`config.mk`:
```
export PLATFORM = sky130hd
export DESIGN_NAME = video_stream_mon_flat
export DESIGN_NICKNAME = d
export VERILOG_FILES = /design/src/rtl/video_stream_mon_if.sv /design/src/rtl/video_stream_mon.sv /design/src/flat_wrapper.sv
export SDC_FILE = /design/constraint.sdc
export NUM_CORES = 1
export LEC_CHECK = 0
export BUFFER_PORTS_ARGS = -buffer_cell sky130_fd_sc_hd__buf_2
export CAP_MARGIN = 10
export CORE_MARGIN = 4
export CORE_UTILIZATION = 45
export DETAILED_ROUTE_END_ITERATION = 6
export PLACE_DENSITY_LB_ADDON = 0.08
export SYNTH_ARGS = -nofsm -noshare
export SYNTH_HDL_FRONTEND = slang
export SYNTH_SLANG_ARGS = --single-unit
```
`constraint.sdc`:
```
create_clock -name clk -period 7.3 [get_ports clk]
set_input_delay 0.73 -clock clk [delete_from_list [all_inputs] [get_ports clk]]
set_output_delay 0.73 -clock clk [all_outputs]
set_load 0.02 [all_outputs]
```
`src/rtl/video_stream_mon_if.sv`:
```
// AXI4-Stream video link (tuser = start of frame, tlast = end of line).
// Ports:
//   tdata  - pixel payload, DATAW bits
//   tvalid - beat valid, driven by the source
//   tready - beat accepted when high together with tvalid, driven by the sink
//   tuser  - start-of-frame marker on the first pixel of a frame
//   tlast  - end-of-line marker on the last pixel of a line
// Modports: master drives a stream out, slave receives a stream.
interface video_stream_mon_if #(
    parameter int unsigned DATAW = 32
);
    logic [DATAW-1:0] tdata;
    logic             tvalid;
    logic             tready;
    logic             tuser;
    logic             tlast;

    modport master (
        output tdata,
        output tvalid,
        output tuser,
        output tlast,
        input  tready
    );

    modport slave (
        input  tdata,
        input  tvalid,
        input  tuser,
        input  tlast,
        output tready
    );
endinterface

```
`src/rtl/video_stream_mon.sv`:
```
// Video stream monitor: forwards an AXI4-Stream video stream through a
// 2-entry register slice and measures frame geometry on the accepted input
// beats.
// Ports:
//   clk, rst       - clock and asynchronous active-high reset
//   en             - monitor enable; the data path always runs
//   exp_w, exp_h   - expected active width/height, 0 selects EXPW/EXPH
//   clr_err        - one-cycle pulse clearing the sticky error flags
//   s_axis         - input stream (slave)
//   m_axis         - output stream (master)
//   meas_w, meas_h - width of the last line, line count of the last frame
//   frame_cnt      - completed frames, wrapping
//   err_*          - sticky protocol errors
//   locked         - last frame matched the expected geometry without errors
module video_stream_mon #(
    parameter int unsigned DATAW = 32,
    parameter int unsigned EXPW  = 1280,
    parameter int unsigned EXPH  = 720,
    parameter int unsigned FCNTW = 16
) (
    input  logic                 clk,
    input  logic                 rst,
    input  logic                 en,
    input  logic [12:0]          exp_w,
    input  logic [12:0]          exp_h,
    input  logic                 clr_err,
    video_stream_mon_if.slave    s_axis,
    video_stream_mon_if.master   m_axis,
    output logic [12:0]          meas_w,
    output logic [12:0]          meas_h,
    output logic [FCNTW-1:0]     frame_cnt,
    output logic                 err_sof_early,
    output logic                 err_eol_early,
    output logic                 err_eol_late,
    output logic                 locked
);
    localparam int unsigned BeatW = DATAW + 2;
    localparam logic [12:0] XMax  = 13'h1fff;

    // ------------------------------------------------------------------
    // 2-entry buffer: {tdata, tuser, tlast} stored per entry
    // ------------------------------------------------------------------
    logic [BeatW-1:0] buf_q [2];
    logic [BeatW-1:0] buf_d [2];
    logic             wr_ptr_q, wr_ptr_d;
    logic             rd_ptr_q, rd_ptr_d;
    logic [1:0]       occ_q, occ_d;
    logic             s_ready_q, s_ready_d;
    logic             push, pop;

    assign push = s_axis.tvalid & s_ready_q;
    assign pop  = (occ_q != 2'd0) & m_axis.tready;

    always_comb begin
        buf_d[0] = buf_q[0];
        buf_d[1] = buf_q[1];
        wr_ptr_d = wr_ptr_q;
        rd_ptr_d = rd_ptr_q;
        if (push) begin
            buf_d[wr_ptr_q] = {s_axis.tdata, s_axis.tuser, s_axis.tlast};
            wr_ptr_d        = ~wr_ptr_q;
        end
        if (pop) begin
            rd_ptr_d = ~rd_ptr_q;
        end
        // push is only possible below 2 entries, so occ_d never exceeds 2
        occ_d     = occ_q + {1'b0, push} - {1'b0, pop};
        s_ready_d = (occ_d != 2'd2);
    end

    always_ff @(posedge clk or posedge rst) begin
        if (rst) begin
            buf_q[0]  <= '0;
            buf_q[1]  <= '0;
            wr_ptr_q  <= 1'b0;
            rd_ptr_q  <= 1'b0;
            occ_q     <= 2'd0;
            s_ready_q <= 1'b0;
        end else begin
            buf_q[0]  <= buf_d[0];
            buf_q[1]  <= buf_d[1];
            wr_ptr_q  <= wr_ptr_d;
            rd_ptr_q  <= rd_ptr_d;
            occ_q     <= occ_d;
            s_ready_q <= s_ready_d;
        end
    end

    assign s_axis.tready = s_ready_q;
    assign m_axis.tvalid = (occ_q != 2'd0);
    assign {m_axis.tdata, m_axis.tuser, m_axis.tlast} = buf_q[rd_ptr_q];

    // ------------------------------------------------------------------
    // Geometry monitor
    // ------------------------------------------------------------------
    typedef enum logic [0:0] {StWaitSof, StActive} state_e;

    state_e           state_q, state_d;
    logic [12:0]      x_q, x_d;
    logic [12:0]      y_q, y_d;
    logic [12:0]      exp_w_q, exp_w_d;
    logic [12:0]      exp_h_q, exp_h_d;
    logic [12:0]      meas_w_q, meas_w_d;
    logic [12:0]      meas_h_q, meas_h_d;
    logic [FCNTW-1:0] frame_cnt_q, frame_cnt_d;
    logic             err_sof_q, err_sof_d;
    logic             err_early_q, err_early_d;
    logic             err_late_q, err_late_d;
    logic             locked_q, locked_d;
    logic             frm_err_q, frm_err_d;

    logic        proc;
    logic [12:0] eff_w, eff_h, cur_w, cur_h;
    logic [12:0] base_x, base_y, x_inc, y_inc;
    logic        new_sof_err, new_early_err, new_late_err, frame_done, frm_err_base;

    assign eff_w = (exp_w == 13'd0) ? 13'(EXPW) : exp_w;
    assign eff_h = (exp_h == 13'd0) ? 13'(EXPH) : exp_h;

    // A beat is processed in ACTIVE, or when it carries SOF (frame entry/restart)
    assign proc = en & push & ((state_q == StActive) | s_axis.tuser);

    // An SOF beat is handled as the first beat of a fresh frame
    assign cur_w        = s_axis.tuser ? eff_w : exp_w_q;
    assign cur_h        = s_axis.tuser ? eff_h : exp_h_q;
    assign base_x       = s_axis.tuser ? 13'd0 : x_q;
    assign base_y       = s_axis.tuser ? 13'd0 : y_q;
    assign frm_err_base = s_axis.tuser ? 1'b0 : frm_err_q;
    assign x_inc        = (base_x == XMax) ? XMax : base_x + 13'd1;
    assign y_inc        = base_y + 13'd1;

    assign new_sof_err   = proc & s_axis.tuser & (state_q == StActive) &
                           ((x_q != 13'd0) | (y_q != 13'd0));
    assign new_late_err  = proc & ~s_axis.tlast & (x_inc == cur_w);
    assign new_early_err = proc & s_axis.tlast & (x_inc < cur_w);
    assign frame_done    = proc & s_axis.tlast & (y_inc == cur_h);

    // State register
    always_ff @(posedge clk or posedge rst) begin
        if (rst) begin
            state_q <= StWaitSof;
        end else begin
            state_q <= state_d;
        end
    end

    // Next-state logic
    always_comb begin
        state_d = state_q;
        if (!en || frame_done) begin
            state_d = StWaitSof;
        end else if (proc) begin
            state_d = StActive;
        end
    end

    // Counter, measurement and status logic
    always_comb begin
        x_d         = x_q;
        y_d         = y_q;
        exp_w_d     = exp_w_q;
        exp_h_d     = exp_h_q;
        meas_w_d    = meas_w_q;
        meas_h_d    = meas_h_q;
        frame_cnt_d = frame_cnt_q;
        locked_d    = locked_q;
        frm_err_d   = frm_err_q;
        if (!en) begin
            x_d       = 13'd0;
            y_d       = 13'd0;
            locked_d  = 1'b0;
            frm_err_d = 1'b0;
        end else if (proc) begin
            if (s_axis.tuser) begin
                exp_w_d = eff_w;
                exp_h_d = eff_h;
            end
            if (new_sof_err) begin
                meas_h_d = y_q;
            end
            if (s_axis.tlast) begin
                meas_w_d = x_inc;
                x_d      = 13'd0;
                y_d      = y_inc;
            end else begin
                x_d = x_inc;
                y_d = base_y;
            end
            // The SOF error belongs to the aborted frame, not the restarted one
            frm_err_d = frm_err_base | new_early_err | new_late_err;
            if (frame_done) begin
                x_d         = 13'd0;
                y_d         = 13'd0;
                meas_h_d    = cur_h;
                frame_cnt_d = frame_cnt_q + FCNTW'(1);
                locked_d    = ~frm_err_d;
            end
            if (new_sof_err | new_early_err | new_late_err) begin
                locked_d = 1'b0;
            end
        end
        // A new error wins over a coincident clear
        err_sof_d   = (err_sof_q & ~clr_err) | new_sof_err;
        err_early_d = (err_early_q & ~clr_err) | new_early_err;
        err_late_d  = (err_late_q & ~clr_err) | new_late_err;
    end

    always_ff @(posedge clk or posedge rst) begin
        if (rst) begin
            x_q         <= 13'd0;
            y_q         <= 13'd0;
            exp_w_q     <= 13'd0;
            exp_h_q     <= 13'd0;
            meas_w_q    <= 13'd0;
            meas_h_q    <= 13'd0;
            frame_cnt_q <= '0;
            err_sof_q   <= 1'b0;
            err_early_q <= 1'b0;
            err_late_q  <= 1'b0;
            locked_q    <= 1'b0;
            frm_err_q   <= 1'b0;
        end else begin
            x_q         <= x_d;
            y_q         <= y_d;
            exp_w_q     <= exp_w_d;
            exp_h_q     <= exp_h_d;
            meas_w_q    <= meas_w_d;
            meas_h_q    <= meas_h_d;
            frame_cnt_q <= frame_cnt_d;
            err_sof_q   <= err_sof_d;
            err_early_q <= err_early_d;
            err_late_q  <= err_late_d;
            locked_q    <= locked_d;
            frm_err_q   <= frm_err_d;
        end
    end

    assign meas_w        = meas_w_q;
    assign meas_h        = meas_h_q;
    assign frame_cnt     = frame_cnt_q;
    assign err_sof_early = err_sof_q;
    assign err_eol_early = err_early_q;
    assign err_eol_late  = err_late_q;
    assign locked        = locked_q;
endmodule

```
`src/flat_wrapper.sv`:
```
// flat-port wrapper written by rule: the top's interface ports become plain ports
module video_stream_mon_flat 
#(
    parameter int unsigned DATAW = 32,
    parameter int unsigned EXPW  = 1280,
    parameter int unsigned EXPH  = 720,
    parameter int unsigned FCNTW = 16
)
  (clk, rst, en, exp_w, exp_h, clr_err, meas_w, meas_h, frame_cnt, err_sof_early, err_eol_early, err_eol_late, locked, s_axis_tdata, s_axis_tvalid, s_axis_tuser, s_axis_tlast, s_axis_tready, m_axis_tdata, m_axis_tvalid, m_axis_tuser, m_axis_tlast, m_axis_tready);
  video_stream_mon_if #(.DATAW(DATAW)) s_axis_i ();
  video_stream_mon_if #(.DATAW(DATAW)) m_axis_i ();
  input  logic clk;
  input  logic rst;
  input  logic en;
  input  logic [12:0] exp_w;
  input  logic [12:0] exp_h;
  input  logic clr_err;
  output logic [12:0] meas_w;
  output logic [12:0] meas_h;
  output logic [FCNTW-1:0] frame_cnt;
  output logic err_sof_early;
  output logic err_eol_early;
  output logic err_eol_late;
  output logic locked;
  input wire logic [$bits(s_axis_i.tdata)-1:0] s_axis_tdata;
  input wire logic [$bits(s_axis_i.tvalid)-1:0] s_axis_tvalid;
  input wire logic [$bits(s_axis_i.tuser)-1:0] s_axis_tuser;
  input wire logic [$bits(s_axis_i.tlast)-1:0] s_axis_tlast;
  output wire logic [$bits(s_axis_i.tready)-1:0] s_axis_tready;
  output wire logic [$bits(m_axis_i.tdata)-1:0] m_axis_tdata;
  output wire logic [$bits(m_axis_i.tvalid)-1:0] m_axis_tvalid;
  output wire logic [$bits(m_axis_i.tuser)-1:0] m_axis_tuser;
  output wire logic [$bits(m_axis_i.tlast)-1:0] m_axis_tlast;
  input wire logic [$bits(m_axis_i.tready)-1:0] m_axis_tready;
  assign s_axis_i.tdata = s_axis_tdata;
  assign s_axis_i.tvalid = s_axis_tvalid;
  assign s_axis_i.tuser = s_axis_tuser;
  assign s_axis_i.tlast = s_axis_tlast;
  assign s_axis_tready = s_axis_i.tready;
  assign m_axis_tdata = m_axis_i.tdata;
  assign m_axis_tvalid = m_axis_i.tvalid;
  assign m_axis_tuser = m_axis_i.tuser;
  assign m_axis_tlast = m_axis_i.tlast;
  assign m_axis_i.tready = m_axis_tready;
  video_stream_mon #(.DATAW(DATAW), .EXPW(EXPW), .EXPH(EXPH), .FCNTW(FCNTW)) u_core (.clk(clk), .rst(rst), .en(en), .exp_w(exp_w), .exp_h(exp_h), .clr_err(clr_err), .s_axis(s_axis_i), .m_axis(m_axis_i), .meas_w(meas_w), .meas_h(meas_h), .frame_cnt(frame_cnt), .err_sof_early(err_sof_early), .err_eol_early(err_eol_early), .err_eol_late(err_eol_late), .locked(locked));
endmodule
```
# Word level (Yosys, flattened, before mapping)
# Cells that the tools add are included.
# W data, S select, Z words.
[op_classes] muxes=32 addsub=5 reduce_logical=15 n_bitwise=31 magnitude_cmp=4 n_eq_ne=6
[ops] cell="$mux W13" n=17
[ops] cell="$mux W34" n=4
[ops] cell="$bwmux W68" n=1
[ops] cell="$demux W34 S1" n=1
[ops] cell="$add A13 B1 Y13 const B" n=2
[ops] cell="$eq A13 B13 Y1" n=2
[ops] cell="$logic_not A13 Y1" n=2
[ops] cell="$reduce_bool A13 Y1" n=2
[ops] cell="$add A16 B1 Y16 const B" n=1
[ops] cell="$and A1 B1 Y1" n=15
[ops] cell="$eq A13 B13 Y1 const B" n=1
[ops] cell="$lt A13 B13 Y1" n=1
[ops] cell="$mux W1" n=9
[ops] cell="$or A1 B1 Y1" n=9
[ops] cell="$reduce_and A3 Y1" n=3
[ops] cell="$reduce_bool A2 Y1" n=3
[ops] cell="$not A1 Y1" n=5
[ops] cell="$ge A2 B2 Y1 const B" n=2
[ops] cell="$not A1 Y2" n=2
[ops] cell="$reduce_and A2 Y1" n=2
[ops] cell="$ne A3 B1 Y1 const B" n=1
[ops] cell="$add A2 B1 Y2" n=1
[ops] cell="$lt A2 B1 Y1 const B" n=1
[ops] cell="$ne A2 B1 Y1 const B" n=1
[ops] cell="other kinds (5)" n=5
[totals] register_bits=173 output_inout_bits=82 wordCells=112

# Depth between registers and ports, before layout
# Gate-level depths: netlist (run 1).
[logic_depth] depth_word=12 ltp_mapped=21 mapped_depth_nobuf=17

# Least setup slack after synthesis (run 1)
# OpenSTA, ideal clock, no wires.
[synth_path] kind="input to register" startpoint="input s_axis_tuser" endpoint="register u_core.locked_q, in the netlist u_core.locked" required_time_ns=7.178 setup_time_ns=0.122 path_stages=21 arrival_time_ns=4.296 slack_ns=2.882 path_buffers=4 cell_sequence="buf_4 clkbuf_1 clkbuf_1 buf_1 nor2b_1 ha_1 and2_1 and3_1 and3_1 and2_1 nor2_1 inv_1 ha_1 nor2b_1 o21a_1 o21a_1 o21a_1 o21ai_0 o2111ai_1 nand2_1 nor3_2"
[synth_between] elab_chain_cells=12 word_cells_on_any_way=34 classes_between="2 x add/sub; 1 x order compare; 5 x eq/ne; 10 x mux; 15 x bitwise; 1 x reduce/logical"
[synth_lines] item="start, declared" line_no="flat_wrapper.sv:27" source="input wire logic [$bits(s_axis_i.tuser)-1:0] s_axis_tuser;"
[synth_lines] item="$mux W13 (*)" line_no="video_stream_mon.sv:126" source="assign base_x = s_axis.tuser ? 13'd0 : x_q;"
[synth_lines] item="$add A13 B1 Y13 / $eq A13 B13 Y1 (equally long branches)" line_no="video_stream_mon.sv:129" source="assign x_inc = (base_x == XMax) ? XMax : base_x + 13'd1;"
[synth_lines] item="$mux W13 (*)" line_no="video_stream_mon.sv:129"
[synth_lines] item="via u_core.x_inc[1]" line_no="video_stream_mon.sv:114" source="logic [12:0] base_x, base_y, x_inc, y_inc;"
[synth_lines] item="$lt A13 B13 Y1" line_no="video_stream_mon.sv:135" source="assign new_early_err = proc & s_axis.tlast & (x_inc < cur_w);"
[synth_lines] item="$and A1 B1 Y1" line_no="video_stream_mon.sv:135"
[synth_lines] item="$or A1 B1 Y1 (2 in a row)" line_no="video_stream_mon.sv:190" source="frm_err_d = frm_err_base | new_early_err | new_late_err;"
[synth_lines] item="$not A1 Y1" line_no="video_stream_mon.sv:196" source="locked_d = ~frm_err_d;"
[synth_lines] item="$mux W1" line_no="video_stream_mon.sv:191" source="if (frame_done) begin"
[synth_lines] item="$mux W1" line_no="video_stream_mon.sv:198" source="if (new_sof_err | new_early_err | new_late_err) begin"
[synth_lines] item="$mux W1" line_no="video_stream_mon.sv:173" source="end else if (proc) begin"
[synth_lines] item="$mux W1" line_no="video_stream_mon.sv:168" source="if (!en) begin"
[synth_lines] item="end signal, assigned" line_no="video_stream_mon.sv:233" source="locked_q <= locked_d;"
[synth_lines] item="end, declared" line_no="video_stream_mon.sv:109" source="logic locked_q, locked_d;"
# Mark *: on every way through the listed nets, which the timed path passes. The rest lies on a longest branch. The select of a mux whose other input is x is not followed.
# A chain may end at the register's enable or synchronous reset.

# Final worst setup path (run 1)
[layout_path] startpoint="input s_axis_tuser" endpoint="register u_core.y_q[7]"
[layout_between] elab_chain_cells=7 word_cells_on_any_way=13 classes_between="1 x add/sub; 2 x eq/ne; 6 x mux; 4 x bitwise"
[layout_lines] item="$mux W13 / $or A1 B1 Y1 (equally long branches)" line_no="video_stream_mon.sv:127, video_stream_mon.sv:121"
[layout_lines] item="$add A13 B1 Y13 / $and A1 B1 Y1 (equally long branches)" line_no="video_stream_mon.sv:130, video_stream_mon.sv:121"
[layout_lines] item="$eq A13 B13 Y1 / $and A1 B1 Y1 (equally long branches)" line_no="video_stream_mon.sv:136" source="assign frame_done = proc & s_axis.tlast & (y_inc == cur_h);"
[layout_lines] item="$and A1 B1 Y1" line_no="video_stream_mon.sv:136"
[layout_lines] item="$mux W13" line_no="video_stream_mon.sv:191"
[layout_lines] item="$mux W13" line_no="video_stream_mon.sv:173"
[layout_lines] item="$mux W13" line_no="video_stream_mon.sv:168"
[layout_lines] item="end signal, assigned" line_no="video_stream_mon.sv:224" source="y_q <= y_d;"
[layout_lines] item="end, declared" line_no="video_stream_mon.sv:100" source="logic [12:0] y_q, y_d;"
# Parallel ways exist; a longest one is shown, timed or not. The select of a mux whose other input is x is not followed.

==> flow_metrics.env, run 1 <==
export IMPL_status="completed"
export IMPL_postCtsSetupRepairBufs=0
export IMPL_avgSynthCellArea_um2=10.9
export IMPL_drc=0
export IMPL_numPortBuffers=147
export IMPL_rows=51
export IMPL_drive_gt1_share_pct=33.2
export IMPL_vdd_drop_max_uv=168
export IMPL_start_util_pct=45.7
export IMPL_maxCapViolations=0
export IMPL_cp_arrival_ns=4.66
export IMPL_reg2reg_to="u_core.y_q[7]"
export IMPL_crit_required_ns=7.61
export IMPL_worstSkewPairLatency_ns=0.42
export IMPL_dp_slack_ns=2.54
export IMPL_vias_per_cell=5.44
export IMPL_place_gp_congestion=0.880
export IMPL_grt_ovfl_total=0
export IMPL_setup_violations=0
export IMPL_r2r_setup_slack_ns=3.38
export IMPL_cts_buffers_inserted=17
export IMPL_grt_first_pass_wirelength_um=35600
export IMPL_fmax_mhz=230
export IMPL_dieWidth_um=149
export IMPL_finalHoldViolations=0
export IMPL_r2r_start="u_core.y_q[0]"
export IMPL_cts_num_sinks=173
export IMPL_route_detailed_wl_per_inst_um=17.9
export IMPL_path_class="in -> reg"
export IMPL_rsz0062_at_grt="false"
export IMPL_root_buffer="clkbuf_16"
export IMPL_drt_initial_drc_count=421
export IMPL_antenna_cells=0
export IMPL_vias=6637
export IMPL_clk_pin_slew_worst_paths_ns=0.07
export IMPL_fp_dieH_um=149
export IMPL_ios=148
export IMPL_synth_nets=899
export IMPL_firstDrtPassIters=5
export IMPL_wirelength_um=21900
export IMPL_track_usage_pct=20.0
export IMPL_netlist_area_um2=8900
export IMPL_fin_ws_ns=2.95
export IMPL_fin_skew_ns=0.0120
export IMPL_hold_depth=2
export IMPL_synth_main_ff_cell="dfrtp_1"
export IMPL_final_nets=1027
export IMPL_final_setup_tns_ns=0
export IMPL_htreeDepth=4
export IMPL_yosysWarnings=0
export IMPL_power_density_nw_per_um2=340
export IMPL_relSlewSlack_pct=30.1
export IMPL_ys_seq_area_share_pct=48.7
export IMPL_ys_seq_elements=173
export IMPL_die_area_um2=22100
export IMPL_cp_max_fo=54
export IMPL_core_area_um2=19500
export IMPL_hp_start="u_core.buf_q[34]"
export IMPL_synthCells=815
export IMPL_crit_path_start_kind="input port"
export IMPL_ys_types=57
export IMPL_grt_max_degree=116
export IMPL_cts_resized=0
export IMPL_tritoncts="built"
export IMPL_syn_to_final_growth_pct=16.8
export IMPL_synth_edf_count=0
export IMPL_tightest_slew_ns=1.05
export IMPL_drv_slew=0
export IMPL_dp_hpwl_um=15300
export IMPL_min_period_ns=4.35
export IMPL_leakagePower_nw=4.98
export IMPL_nFillCells=1715
export IMPL_reg2reg_depth=9
export IMPL_ant_nets=0
export IMPL_hold_end="u_core.buf_q[34]"
export IMPL_cp_end_kind="flip-flop"
export IMPL_worstHoldPathType="reg -> reg"
export IMPL_ys_async_sr_fraction_pct=100
export IMPL_clk_path_buf_depth=2
export IMPL_antenna_found_initial=0
export IMPL_first_global_vias=6735
export IMPL_period_share_pct=59.6
export IMPL_cts_hold_buffers=0
registers in the layout, summed over array words and instances, names as in the netlist:
register / cells
u_core.s_axis.tready: 1
u_core.exp_w_q: 13
u_core.y_q: 13
u_core.state_q: 1
u_core.frame_cnt: 16
u_core.meas_h: 13
u_core.meas_w: 13
u_core.err_sof_early: 1
u_core.err_eol_late: 1
u_core.x_q: 13
u_core.exp_h_q: 13
u_core.frm_err_q: 1
u_core.buf_q: 68
u_core.err_eol_early: 1
u_core.rd_ptr_q: 1
u_core.wr_ptr_q: 1
u_core.occ_q: 2
u_core.locked: 1
power breakdown:
group,switching [W],total [W],internal (W),leakage [nW]
Clock,0.000406,0.000903,0.000497,0.281
Sequential,0.000159,0.00141,0.00125,2.18
Combinational,0.000643,0.00122,0.000573,2.52
layout by cell type, fill, tap and decap left out, types with 13 or more instances in the layout:
cell         n
buf_2      147
dfrtp_1    173
mux2_2     119
mux2i_1     22
and3_1      13
xor2_1      19
clkbuf_16   17
nor2b_1     15
nand2_1     57
xnor2_1     29
ha_1        18
o21ai_0     41
nor2_1      54
nand4_1     14
a21oi_1     45
nand3_1     19
stage by stage:
stage | hold WS (ns) | power [W] | util, % | std cells | cell area (um^2)
after floorplan | 0.444 | 0.00231 | - | 815 | 8900
after global placement | 0.459 | 0.00261 | 50.4 | 1189 | 9820
after detailed placement | 0.466 | 0.00266 | 50.4 | 1189 | 9820
after CTS | 0.482 | 0.00358 | 53.4 | 1220 | 10400
after global routing | 0.505 | 0.00375 | 53.4 | 1220 | 10400
final | 0.479 | 0.00353 | 53.4 | 1220 | 10400
cells in the mapped netlist, types with 3 or more instances:
cell type	number	area [um^2]
a22o_1	11	96.3
o31ai_1	3	22.5
nor3_1	7	35.0
o21ai_0	41	205
and2_1	11	68.8
mux2i_1	22	220
buf_2	5	25.0
ha_1	18	225
a21oi_1	45	225
o21a_1	6	45.0
o211ai_1	3	22.5
o22ai_1	6	37.5
a21boi_0	3	22.5
and3_1	14	87.6
nand4b_1	5	43.8
nand4_1	14	87.6
a21o_1	3	22.5
nor4_1	12	75.1
a211oi_1	3	22.5
nor2b_1	15	93.8
nand2b_1	4	25.0
mux2_2	119	1340
and4_1	3	26.3
xor2_1	19	166
buf_4	4	30.0
buf_6	3	33.8
nor2_1	55	206
clkbuf_1	28	105
buf_1	6	22.5
inv_1	13	48.8
dfrtp_1	173	4330
xnor2_1	29	254
a31oi_1	3	18.8
nand3_1	19	95.1
nand2_1	57	214
routing by layer:
layer,global-route usage (%),wire (um),vias up
met5,0,0,-
met4,4.53,246,0
met3,4.08,1170,21
met2,31.9,10200,215
met1,28.4,10300,3219
li1,-,-,3182
final cells by class:
class	instances	area [um^2]	area share (%)
sequential	173	4330	41.6
clock buffer	19	453	4.36
timing repair buffer	155	796	7.65
multi-input combinational	581	4300	41.4
tap	265	332	3.19
inverter	15	61.3	0.590
clock inverter	12	125	1.20
kinds of logic (layout without fill, tap and decap cells):
group / Yosys count / in the layout / synth area share, %
simple gates: 233 / 233 / 13.8
flops: 173 / 173 / 48.7
compound gates: 141 / 141 / 9.74
mux: 141 / 141 / 17.5
buf+inv: 61 / 201 / 3.07
xor+xnor: 48 / 48 / 4.72
fa+ha+maj: 18 / 18 / 2.53
how the worst max path moves through the flow:
stage               slack, ns              end  cells after the start    startpoint
floorplan                1.88  u_core.buf_q[0]                      1           rst
global placement         2.68    u_core.y_q[7]                      9  s_axis_tuser
detailed placement       2.54    u_core.y_q[7]                     11  s_axis_tuser
CTS                      3.00    u_core.y_q[7]                     11  s_axis_tuser
global route             2.74    u_core.y_q[7]                      9  s_axis_tuser
finish                   2.95    u_core.y_q[7]                     11  s_axis_tuser
critical path, stage by stage:
cell and delay, ns:
buf_2 0.29, buf_4 0.38, nor2b_1 0.24, ha_1 0.28
nand3_2 0.17, or3_1 0.46, o31a_1 0.33, nor4_1 0.26
and3_2 0.93, nor2_1 0.21, a32o_1 0.33
No activity file was read; power rests on OpenSTA's default activity.
==> run 2, diff against run 1 <==
==> constraint.sdc (replaced) <==
create_clock -name clk -period 4.3 [get_ports clk]
set_input_delay 0.43 -clock clk [delete_from_list [all_inputs] [get_ports clk]]
set_output_delay 0.43 -clock clk [all_outputs]
set_load 0.02 [all_outputs]
==> flow_metrics.env, run 2 (synthesis gave the netlist of run 1 again) <==
export IMPL_cts_hold_buffers=0
export IMPL_power_density_nw_per_um2=575
export IMPL_setup_violations=0
export IMPL_path_class="reg -> reg"
export IMPL_ios=148
export IMPL_rsz0062_at_grt="false"
export IMPL_finalHoldViolations=0
export IMPL_rows=51
export IMPL_worstSkewPairLatency_ns=0.43
export IMPL_firstDrtPassIters=5
export IMPL_final_nets=1033
export IMPL_min_period_ns=3.66
export IMPL_place_gp_congestion=0.915
export IMPL_drt_initial_drc_count=447
export IMPL_relSlewSlack_pct=34.9
export IMPL_layout_common_cells="173 x dfrtp_1, 147 x buf_2, 119 x mux2_2, 57 x nand2_1, 54 x nor2_1"
export IMPL_wirelength_um=22000
export IMPL_clk_pin_slew_worst_paths_ns=0.07
export IMPL_multiInputGateArea_um2=4300
export IMPL_tightest_slew_ns=0.977
export IMPL_cts_resized=0
export IMPL_cp_slowest_stage_delay_ns=0.45
export IMPL_numPortBuffers=147
export IMPL_grt_max_degree=174
export IMPL_cp_common_cell="o21a_1"
export IMPL_utilization_pct=53.8
export IMPL_reg2reg_depth=17
export IMPL_cts_buffers_inserted=17
export IMPL_path_cells="nor2b_1 -> ha_1 -> and2_1 -> and3_1 -> and3_1 -> and2_1 -> nor2_1 -> inv_1 -> ha_1 -> nor2b_1 -> o21a_1 -> o21a_1 -> o21a_1 -> o21ai_0 -> o2111ai_1 -> nand2_1 -> nor3_2"
export IMPL_fmax_mhz=273
export IMPL_regMostFlops="u_core.buf_q"
export IMPL_vias_per_cell=5.40
export IMPL_nFillCells=1733
export IMPL_fp_dieH_um=149
export IMPL_cp_max_fo=6
export IMPL_maxCapViolations=0
export IMPL_fin_skew_ns=0.0114
export IMPL_crit_path_start_kind="flip-flop"
export IMPL_syn_to_final_growth_pct=17.7
export IMPL_first_global_vias=6784
export IMPL_cp_arrival_ns=3.98
export IMPL_grt_ovfl_total=0
export IMPL_period_share_pct=85.2
export IMPL_route_detailed_wl_per_inst_um=17.9
export IMPL_dieWidth_um=149
export IMPL_p_total_w=0.00602
export IMPL_htreeDepth=4
export IMPL_worstHoldPathType="in -> async"
export IMPL_seq_area_um2=4330
export IMPL_drv_slew=0
export IMPL_vias=6630
export IMPL_track_usage_pct=20.4
export IMPL_start_util_pct=45.7
export IMPL_ant_nets=0
export IMPL_vdd_drop_max_uv=295
export IMPL_tritoncts="built"
export IMPL_leakagePower_nw=5.02
export IMPL_crit_required_ns=4.61
export IMPL_final_setup_tns_ns=0
export IMPL_antenna_found_initial=0
export IMPL_largest_reg_flops=68
export IMPL_slowest_stage="dfrtp_1"
export IMPL_antenna_cells=0
export IMPL_cts_num_sinks=173
export IMPL_grt_first_pass_wirelength_um=36200
export IMPL_clk_path_buf_depth=2
export IMPL_postCtsSetupRepairBufs=0
export IMPL_cp_end_kind="flip-flop"
export IMPL_drive_gt1_share_pct=33.7
export IMPL_drc=0
export IMPL_dp_hpwl_um=15400
export IMPL_root_buffer="clkbuf_16"
export IMPL_final_common_cell="dfrtp_1"
export IMPL_status="completed"
export IMPL_core_area_um2=19500
export IMPL_die_area_um2=22100
## run 2: cell count changes in the layout (fill, tap and decap cells not counted), moves of 2 or more
cell	before	now
buf_4	8	13
clkbuf_8	2	0
clkinv_8	0	3
inv_6	6	4
inv_8	2	4
## run 2: final cells by class
| type | count | area share (%) |
|---|---|---|
| clock buffer | 17 | 4.06 |
| tap | 265 | 3.17 |
| clock inverter | 15 | 1.63 |
| multi-input combinational | 581 | 41.1 |
| inverter | 15 | 0.574 |
| timing repair buffer | 161 | 8.15 |
| sequential | 173 | 41.3 |
## run 2: critical path, delay by kind of cell (launching register included)
| kind | cells | cell delay (ns) |
|---|---|---|
| simple gates | 9 | 1.63 |
| flops | 1 | 0.45 |
| compound gates | 5 | 0.85 |
| buf+inv | 1 | 0.07 |
| fa+ha+maj | 2 | 0.55 |
## run 2: metrics by stage
stage | hold WS [ns] | setup slack, ns | cells | area, um^2
final | 0.220 | 0.638 | 1227 | 10500
after global routing | 0.227 | 0.370 | 1227 | 10500
after CTS | 0.226 | 0.654 | 1227 | 10500
after detailed placement | 0.464 | 0.541 | 1195 | 9870
after global placement | 0.459 | 0.657 | 1195 | 9870
after floorplan | 0.444 | 0.182 | 815 | 8900
## run 2: final timing paths
kind	start	endpoint	slack, ns
min reg2reg	u_core.meas_w[12]	u_core.meas_w[12]	0.47
max reg2reg	u_core.x_q[0]	u_core.locked	0.64
max in group asynchronous	rst	u_core.meas_w[10]	3.32
max	u_core.x_q[0]	u_core.locked	0.64
min in group clk	s_axis_tdata[25]	u_core.buf_q[61]	0.24
min	rst	u_core.buf_q[46]	0.22
## run 2: layer usage
metal	GRT usage, %	wire [um]	vias up
li1	-	-	3184
met1	28.6	10100	3239
met2	32.6	10400	189
met3	4.14	1230	18
met4	5.31	223	0
met5	0	0	-
## run 2: power breakdown
| group | switching [W] | internal, W |
|---|---|---|
| sequential | 0.000255 | 0.00212 |
| clock | 0.000754 | 0.000787 |
| combinational | 0.00112 | 0.000978 |
| total | 0.00213 | 0.00389 |
